`src/rtl/frequency_divider_by2_pkg.sv`:
```
// Shared constants and types for the synchronous divide-by-2 chain.
// Optional feature macro: FREQ_DIV_TICK_EN (adds tick_out).
package freq_div_pkg;

  localparam int FREQ_DIV_MAX_STAGES = 16;

  // Reset value of every stage flop.
  localparam logic FREQ_DIV_RST_VAL = 1'b0;

  // Tap vector at the maximum legal width; users slice [STAGES-1:0].
  typedef logic [FREQ_DIV_MAX_STAGES-1:0] freq_div_taps_t;

  // True when a requested stage count is within the supported range.
  function automatic bit freq_div_stages_ok(input int stages);
    return (stages >= 1) && (stages <= FREQ_DIV_MAX_STAGES);
  endfunction

endpackage

```
`src/rtl/frequency_divider_by2_if.sv`:
```
// Bundles the enable and the divided outputs of frequency_divider_by2.
// The divider is the slave (drives the taps), the consumer is the master.
// With FREQ_DIV_TICK_EN defined the bundle also carries tick_out.
interface frequency_divider_by2_if #(parameter int STAGES = 4);

  logic              en;
  logic              clk_out;
  logic [STAGES-1:0] div_taps;
`ifdef FREQ_DIV_TICK_EN
  logic              tick_out;

  modport slave  (input en, output clk_out, output div_taps, output tick_out);
  modport master (output en, input clk_out, input div_taps, input tick_out);
`else
  modport slave  (input en, output clk_out, output div_taps);
  modport master (output en, input clk_out, input div_taps);
`endif

endinterface

```
`src/rtl/frequency_divider_by2_stage.sv`:
```
// One toggle flop of the synchronous counter chain. It flips when enabled
// and every lower stage is 1 (carry_i), and forwards the carry upward.
module freq_div_stage
  import freq_div_pkg::*;
(
  input  logic clk_i,
  input  logic rst_i,
  input  logic en_i,
  input  logic carry_i,
  output logic q_o,
  output logic carry_o
);

  logic q_q, q_d;

  // Next state: toggle on an enabled edge with carry-in, otherwise hold.
  always_comb begin
    q_d = q_q;
    if (en_i && carry_i) q_d = ~q_q;
  end

  // Stage flop; reset overrides enable.
  always_ff @(posedge clk_i) begin
    if (rst_i) q_q <= FREQ_DIV_RST_VAL;
    else       q_q <= q_d;
  end

  assign q_o     = q_q;
  assign carry_o = carry_i & q_q;

endmodule

```
`src/rtl/frequency_divider_by2.sv`:
```
// Synchronous divide-by-2 with a chain of further /2 taps. Every flop runs
// on clk_in; the taps are data-rate signals, never used as clocks here.
// Optional feature macro: FREQ_DIV_TICK_EN (one-cycle tick on each
// 0->1 transition of clk_out).
module frequency_divider_by2
  import freq_div_pkg::*;
#(
  parameter int STAGES = 4
) (
  input  logic                   clk_in,
  input  logic                   rst,
  frequency_divider_by2_if.slave bus
);

  // Carry chain: stage 0 always sees carry-in, stage k sees &q[k-1:0].
  logic [STAGES:0]   carry;
  logic [STAGES-1:0] q;
  logic              unused_carry;

  assign carry[0]     = 1'b1;
  assign unused_carry = carry[STAGES];

  for (genvar k = 0; k < STAGES; k++) begin : g_stage
    freq_div_stage u_stage (
      .clk_i   (clk_in),
      .rst_i   (rst),
      .en_i    (bus.en),
      .carry_i (carry[k]),
      .q_o     (q[k]),
      .carry_o (carry[k+1])
    );
  end

  assign bus.div_taps = q;
  assign bus.clk_out  = q[0];

`ifdef FREQ_DIV_TICK_EN
  logic tick_q, tick_d;

  // Tick fires on the enabled edge where stage 0 goes 0->1.
  always_comb begin
    tick_d = 1'b0;
    if (bus.en && !q[0]) tick_d = 1'b1;
  end

  // Tick flop, aligned with the clk_out rising transition.
  always_ff @(posedge clk_in) begin
    if (rst) tick_q <= 1'b0;
    else     tick_q <= tick_d;
  end

  assign bus.tick_out = tick_q;
`endif

endmodule

```
`src/flat_wrapper.sv`:
```
// flat-port wrapper written by rule: the top's interface ports become plain ports
module frequency_divider_by2_flat import freq_div_pkg::*;
#(
  parameter int STAGES = 4
)
  (clk_in, rst, bus_en, bus_clk_out, bus_div_taps);
  frequency_divider_by2_if #(.STAGES(STAGES)) bus_i ();
  input  logic clk_in;
  input  logic rst;
  input wire logic [$bits(bus_i.en)-1:0] bus_en;
  output wire logic [$bits(bus_i.clk_out)-1:0] bus_clk_out;
  output wire logic [$bits(bus_i.div_taps)-1:0] bus_div_taps;
  assign bus_i.en = bus_en;
  assign bus_clk_out = bus_i.clk_out;
  assign bus_div_taps = bus_i.div_taps;
  frequency_divider_by2 #(.STAGES(STAGES)) u_core (.clk_in(clk_in), .rst(rst), .bus(bus_i));
endmodule
```
`config.mk`:
```
export PLATFORM = sky130hd
export DESIGN_NAME = frequency_divider_by2_flat
export DESIGN_NICKNAME = d
export VERILOG_FILES = /design/src/rtl/frequency_divider_by2_pkg.sv /design/src/rtl/frequency_divider_by2_if.sv /design/src/rtl/frequency_divider_by2_stage.sv /design/src/rtl/frequency_divider_by2.sv /design/src/flat_wrapper.sv
export SDC_FILE = /design/constraint.sdc
export NUM_CORES = 1
export LEC_CHECK = 0
export CAP_MARGIN = 5
export CORE_AREA = 2 2 39 41
export DETAILED_ROUTE_END_ITERATION = 16
export DIE_AREA = 0 0 41 43
export HOLD_SLACK_MARGIN = 0.08
export SLEW_MARGIN = 20
export SYNTH_ARGS = -nofsm -noshare
export SYNTH_HDL_FRONTEND = slang
export SYNTH_SLANG_ARGS = --single-unit
```
`constraint.sdc`:
```
create_clock -name clk_in -period 1.5 [get_ports clk_in]
set_input_delay 0.3 -clock clk_in [delete_from_list [all_inputs] [get_ports clk_in]]
set_output_delay 0.3 -clock clk_in [all_outputs]
set_load 0.05 [all_outputs]
```
==> out/results.txt, run 1 <==
Clock skew - 0.0004392 ns
Slew Limit Fails - 0
Hold Fails Final Rpt - 0
TritonCTS Buffers - 3
Clock Latency Late Sink - 0.23 ns
Least-Margin Pin Slew - 0.2217 ns
Post-synth cell types - 12
RSZ-0062 raised after global routing - no
Top cells by count, synth - buf_4 (4), dfxtp_1 (4), nor2_1 (3)
Peak supply drop - 0.0004040 V
R2r worst-path depth - 2
Final period utilization - 78.91%
Switching Share - 27.40%
Largest stage delay on the critical path - 0.34 ns
Setup bufs post-CTS - 0
Number of gates resized after cts - 0
First-pass GRT wire length - 607 µm
Residual DRC - 0
Io pins - 8
Reg power frac - 34.3%
Min-delay worst type - reg -> reg
Worst Path Arrival - 0.88 ns
Final HPWL DP - 299.4 µm
Via count - 171
CTS tree - done
Number of synthesized register bits - 4
Hold path start - u_core.g_stage[0].u_stage.q_o
Crit path to - bus_clk_out
Setup violations, final - 0
Worst-case clock buffer depth - 2
Sw Pwr - 0.09461 mW
Int Power - 0.2506 mW
CP startpoint kind - flop
Row Count - 14
Critical path peak fanout - 5
Power per standard cell area - 958.1 nW/µm²
Outcome - completed
Setup WS post-layout - 0.3163 ns
Die area - 1763 µm²
Initial antenna violation count - 0
Width of the die - 41 µm
Final hold slack - 0.5587 ns
Vias in the first global route - 151
Tmin final - 1.184 ns
# port buffers - 7
Synth Area per Inst - 9.771 µm²
Largest net degree at the start of global routing - 6
CTS Hold Bufs - 0
RePlAce Congestion - 0.7091
Rel. slew slack - 85.20%
Primary FF master, synth - dfxtp_1
Worst Setup SP - u_core.g_stage[0].u_stage.q_o
Iter 0 DRT Violations - 1
Synth Warn # - 0
Area Growth Syn to Fin - 75.61%
Comb pwr share - 27.4%
Max-Cap Viols - 0
CTS sink count - 4
Max reg flops - 4
Leading area contributor after synthesis - dfxtp_1
Crit-path slowest cell - dfxtp_1
Core area - 1384 µm²
Grt ovf - 0
R2R Setup Slk - 0.50 ns
Reg clk slew, reported paths - 0.04 ns
Post-synthesis async set-or-reset flop share - 0%
Crit end category - output pin
Antenna diodes - 0
Total power - 0.3452 mW
Die Span Y - 43 µm
Kind of critical path - reg -> out
Setup TNS - 0 ns
CTS H-tree depth - 1
Final ANT Viol Nets - 0
WL/cell - 7.826 µm
Share of layout cells above drive strength 1 - 46.67%
Syn_nets - 24
Required time of the critical path - 1.20 ns
Achievable Freq - 0.8448 GHz
Reg2reg end - u_core.g_stage[3].u_stage.q_o
1st-pass router iterations - 2
Number of flops mapped to enable cells by yosys - 0
Initial Util - 14.83%
Clk pwr share - 38.3%
Post-place setup slack - 0.1183 ns
WL final - 360 µm
Synth top area cells - dfxtp_1 (39%), buf_4 (15%), and2b_1 (7.3%)
Vias per Instance - 3.717
Total track usage - 5.729%
Reg2reg start - u_core.g_stage[1].u_stage.q_o
Mapped Area - 205.2 µm²
Yosys top cell area share - 39.02%
Register area share after synthesis - 39.02%
Critical path, cell by cell - buf_4 -> buf_12
CTS root buf - clkbuf_4
Leak - 0.1553 nW
Final nets - 35
Post-Synthesis Cells - 21
per-layer routing:
layer | vias to the layer above | wire, µm | global-route usage, %
li1 | 87 | - | -
met2 | 7 | 179 | 6.563
met3 | 0 | 37 | 6.283
met4 | 0 | 0 | 4.000
met1 | 77 | 143 | 5.806
met5 | - | 0 | 0
power by group through the flow:
stage	Combinational, mW	Sequential [mW]	Clock (mW)
final	0.0947	0.118	0.132
after global routing	0.0983	0.119	0.149
after CTS	0.0958	0.118	0.140
after detailed placement	0.0956	0.120	0
after global placement	0.0949	0.120	0
after floorplan	0.0373	0.130	0
final cells by class:
cell class / instances / area (µm²)
flip-flops and latches: 4 / 80.08
clock buffers: 3 / 22.52
repair buffers: 10 / 142.6
well taps: 16 / 20.02
fillers: 149 / 1023
multi-input cells: 13 / 95.09
worst min-delay path by stage:
| stage | to | slack, ns | cells after the start |
|---|---|---|---|
| 4_1_cts | u_core.g_stage[2].u_stage.q_o | 0.56 | 2 |
| 5_1_grt | u_core.g_stage[2].u_stage.q_o | 0.60 | 2 |
| 2_1_floorplan | u_core.g_stage[1].u_stage.q_o | 0.37 | 1 |
| 3_3_place_gp | u_core.g_stage[2].u_stage.q_o | 0.55 | 2 |
| 3_5_place_dp | u_core.g_stage[2].u_stage.q_o | 0.55 | 2 |
| 6_report | u_core.g_stage[2].u_stage.q_o | 0.56 | 2 |
metrics by stage:
stage,area (µm²),utilization (%),instances
floorplan,205.2,-,21
global placement,337.8,24.41,43
detailed placement,337.8,24.41,43
CTS,360.3,26.04,46
global route,360.3,26.04,46
finish,360.3,26.04,46
critical path: cells and delay by family, from the launching register on:
family	cells	cell delay, ns
flip-flops	1	0.34
buffers and inverters	2	0.31
placed cells by master, fill, tap and decap left out:
master	Yosys	routed
and2b_1	2	2
mux2_4	1	1
buf_4	4	3
nand3b_1	1	1
nand4_1	1	1
clkdlybuf4s50_1	0	2
a21oi_1	1	1
dfxtp_1	4	4
xnor2_1	1	1
mux2_2	1	1
nor2_1	3	3
a21bo_2	1	1
nand3_1	1	1
clkbuf_4	0	3
buf_12	0	5
logic make-up after synthesis:
logic type | share of synthesized area, %
XOR/XNOR | 4.269
buffers and inverters | 14.63
AO/OA/AOI/OAI | 7.315
AND/OR/NAND/NOR | 21.95
multiplexers | 12.80
flip-flops | 39.03
(Power assumes the default switching activity.)
==> inputs of run 2 (changes only) <==
clock period = 1.1 ns   (was 1.5 ns; I/O delays follow)
==> run 2 against run 1 <==
Cell count grew 2.2%. Critical path depth grew 1. Non-clock buffer count is the same. Highest routed layer unchanged. Combinational power grew 25%. Die area is the same.
==> out/results.txt, run 2 (synthesized netlist as in run 1, its figures left out) <==
CTS tree - done
Max reg flops - 4 (unchanged)
WL final - 365 µm (+1.4%)
Leak - 0.1568 nW (+0.92%)
Antenna diodes - 0 (unchanged)
Width of the die - 41 µm (unchanged)
Largest net degree at the start of global routing - 8 (+2)
Share of layout cells above drive strength 1 - 48.39% (+1.7 points)
Die area - 1763 µm² (unchanged)
Crit end category - flop
Area Growth Syn to Fin - 79.27%
Hold Path Depth - 2 (unchanged)
RSZ-0062 raised after global routing - no
CTS Hold Bufs - 0 (unchanged)
Final nets - 35 (unchanged)
Tmin final - 1.059 ns
CTS root buf - clkbuf_4
Setup bufs post-CTS - 0 (unchanged)
CP startpoint kind - input port
Achievable Freq - 0.9439 GHz
Vias per Instance - 3.723 (+0.16%)
Required time of the critical path - 1.22 ns (+0.02 ns)
Post-Route Utilization - 26.58% (+0.54 points)
Max-Cap Viols - 0 (unchanged)
Final ANT Viol Nets - 0 (unchanged)
Row Count - 14 (unchanged)
First-pass GRT wire length - 676 µm (+11%)
Total track usage - 6.332% (+0.60 points)
Hold Fails Final Rpt - 0 (unchanged)
Clock skew - 0.007142 ns (+0.006703 ns)
Setup WS post-layout - 0.04059 ns (-0.2757 ns)
Most common cell after layout, fill and taps aside - buf_12
Io pins - 8 (unchanged)
CTS H-tree depth - 1 (unchanged)
Total power - 0.4893 mW (+42%)
# port buffers - 7 (unchanged)
Peak supply drop - 0.0007080 V (+75%)
Fillers - 151 (+1.3%)
Initial Util - 14.83% (unchanged)
Die Span Y - 43 µm (unchanged)
Rel. slew slack - 86.37% (+1.2 points)
Setup violations, final - 0 (unchanged)
Power per standard cell area - 1330 nW/µm² (+39%)
Most frequent cells in the layout - buf_12 (5), nor2_1 (3), clkbuf_4 (3), buf_4 (3), dfxtp_1 (3)
WL/cell - 7.766 µm (-0.77%)
Outcome - completed
Kind of critical path - in -> reg
Grt ovf - 0 (unchanged)
Final hold slack - 0.5793 ns (+0.02064 ns)
Least-Margin Pin Slew - 0.2042 ns (-0.01751 ns)
Placed Instances - 43 (unchanged)
Core area - 1384 µm² (unchanged)
R2r worst-path depth - 2 (unchanged)
Final period utilization - 96.31%
Iter 0 DRT Violations - 4 (+3)
Worst Path Arrival - 1.18 ns (+0.30 ns)
Slew Limit Fails - 0 (unchanged)
TritonCTS Buffers - 3 (unchanged)
Worst-case clock buffer depth - 2 (unchanged)
RePlAce Congestion - 0.6726 (-5.1%)
Critical path peak fanout - 4 (-1)
1st-pass router iterations - 2 (unchanged)
Finished Layout Cells - 47 (+2.2%)
Vias in the first global route - 176 (+17%)
Post-place setup slack - -0.1951 ns (-0.3134 ns)
Min-delay worst type - reg -> reg
Number of gates resized after cts - 0 (unchanged)
Residual DRC - 0 (unchanged)
Via count - 175 (+2.3%)
Initial antenna violation count - 0 (unchanged)
CTS sink count - 4 (unchanged)
Clock Latency Late Sink - 0.24 ns (about the same)
Reg clk slew, reported paths - 0.04 ns (about the same)
-- run 2: cell types whose count changed in the layout (fill, tap and decap cells not counted) --
cell,change
clkbuf_1,+1
dfxtp_1,-1
dfxtp_4,+1
-- run 2: critical path, cell delays in order --
cell and delay, ns:
clkdlybuf4s50_1 0.51, and2b_1 0.19, mux2_2 0.25
-- run 2: through the flow --
step | area (µm²) | setup TNS (ns)
6_report | 367.9 | 0
3_5_place_dp | 341.6 | -0.5554
5_1_grt | 367.9 | 0
3_3_place_gp | 341.6 | -0.5208
2_1_floorplan | 209.0 | 0
4_1_cts | 367.9 | 0
-- run 2: layout make-up --
type,instances,area [µm²],area share (%)
repair buffers,10,142.6,38.78
multi-input cells,13,95.09,25.85
flip-flops and latches,4,83.83,22.79
clock buffers,4,26.28,7.143
well taps,16,20.02,5.442
-- run 2: power breakdown --
part,total (mW),switching (mW),internal [mW]
registers,0.170,0.0160,0.154
clock network,0.202,0.0653,0.136
logic,0.118,0.0538,0.0641
total,0.489,0.135,0.354
-- run 2: path summary, 6_finish.rpt --
path / slack, ns / to / start
min reg2reg: 0.58 / u_core.g_stage[0].u_stage.q_o / u_core.g_stage[0].u_stage.q_o
max: 0.04 / u_core.g_stage[2].u_stage.q_o / rst
max reg2reg: 0.13 / u_core.g_stage[3].u_stage.q_o / u_core.g_stage[1].u_stage.q_o
min: 0.58 / u_core.g_stage[0].u_stage.q_o / u_core.g_stage[0].u_stage.q_o
-- run 2: per-layer routing --
| metal | routed length [µm] | up-vias | GRT usage [%] |
|---|---|---|---|
| li1 | - | 89 | - |
| met1 | 146 | 79 | 5.484 |
| met2 | 179 | 7 | 8.750 |
| met3 | 39 | 0 | 9.424 |
| met4 | 0 | 0 | 0 |
| met5 | 0 | - | 0 |
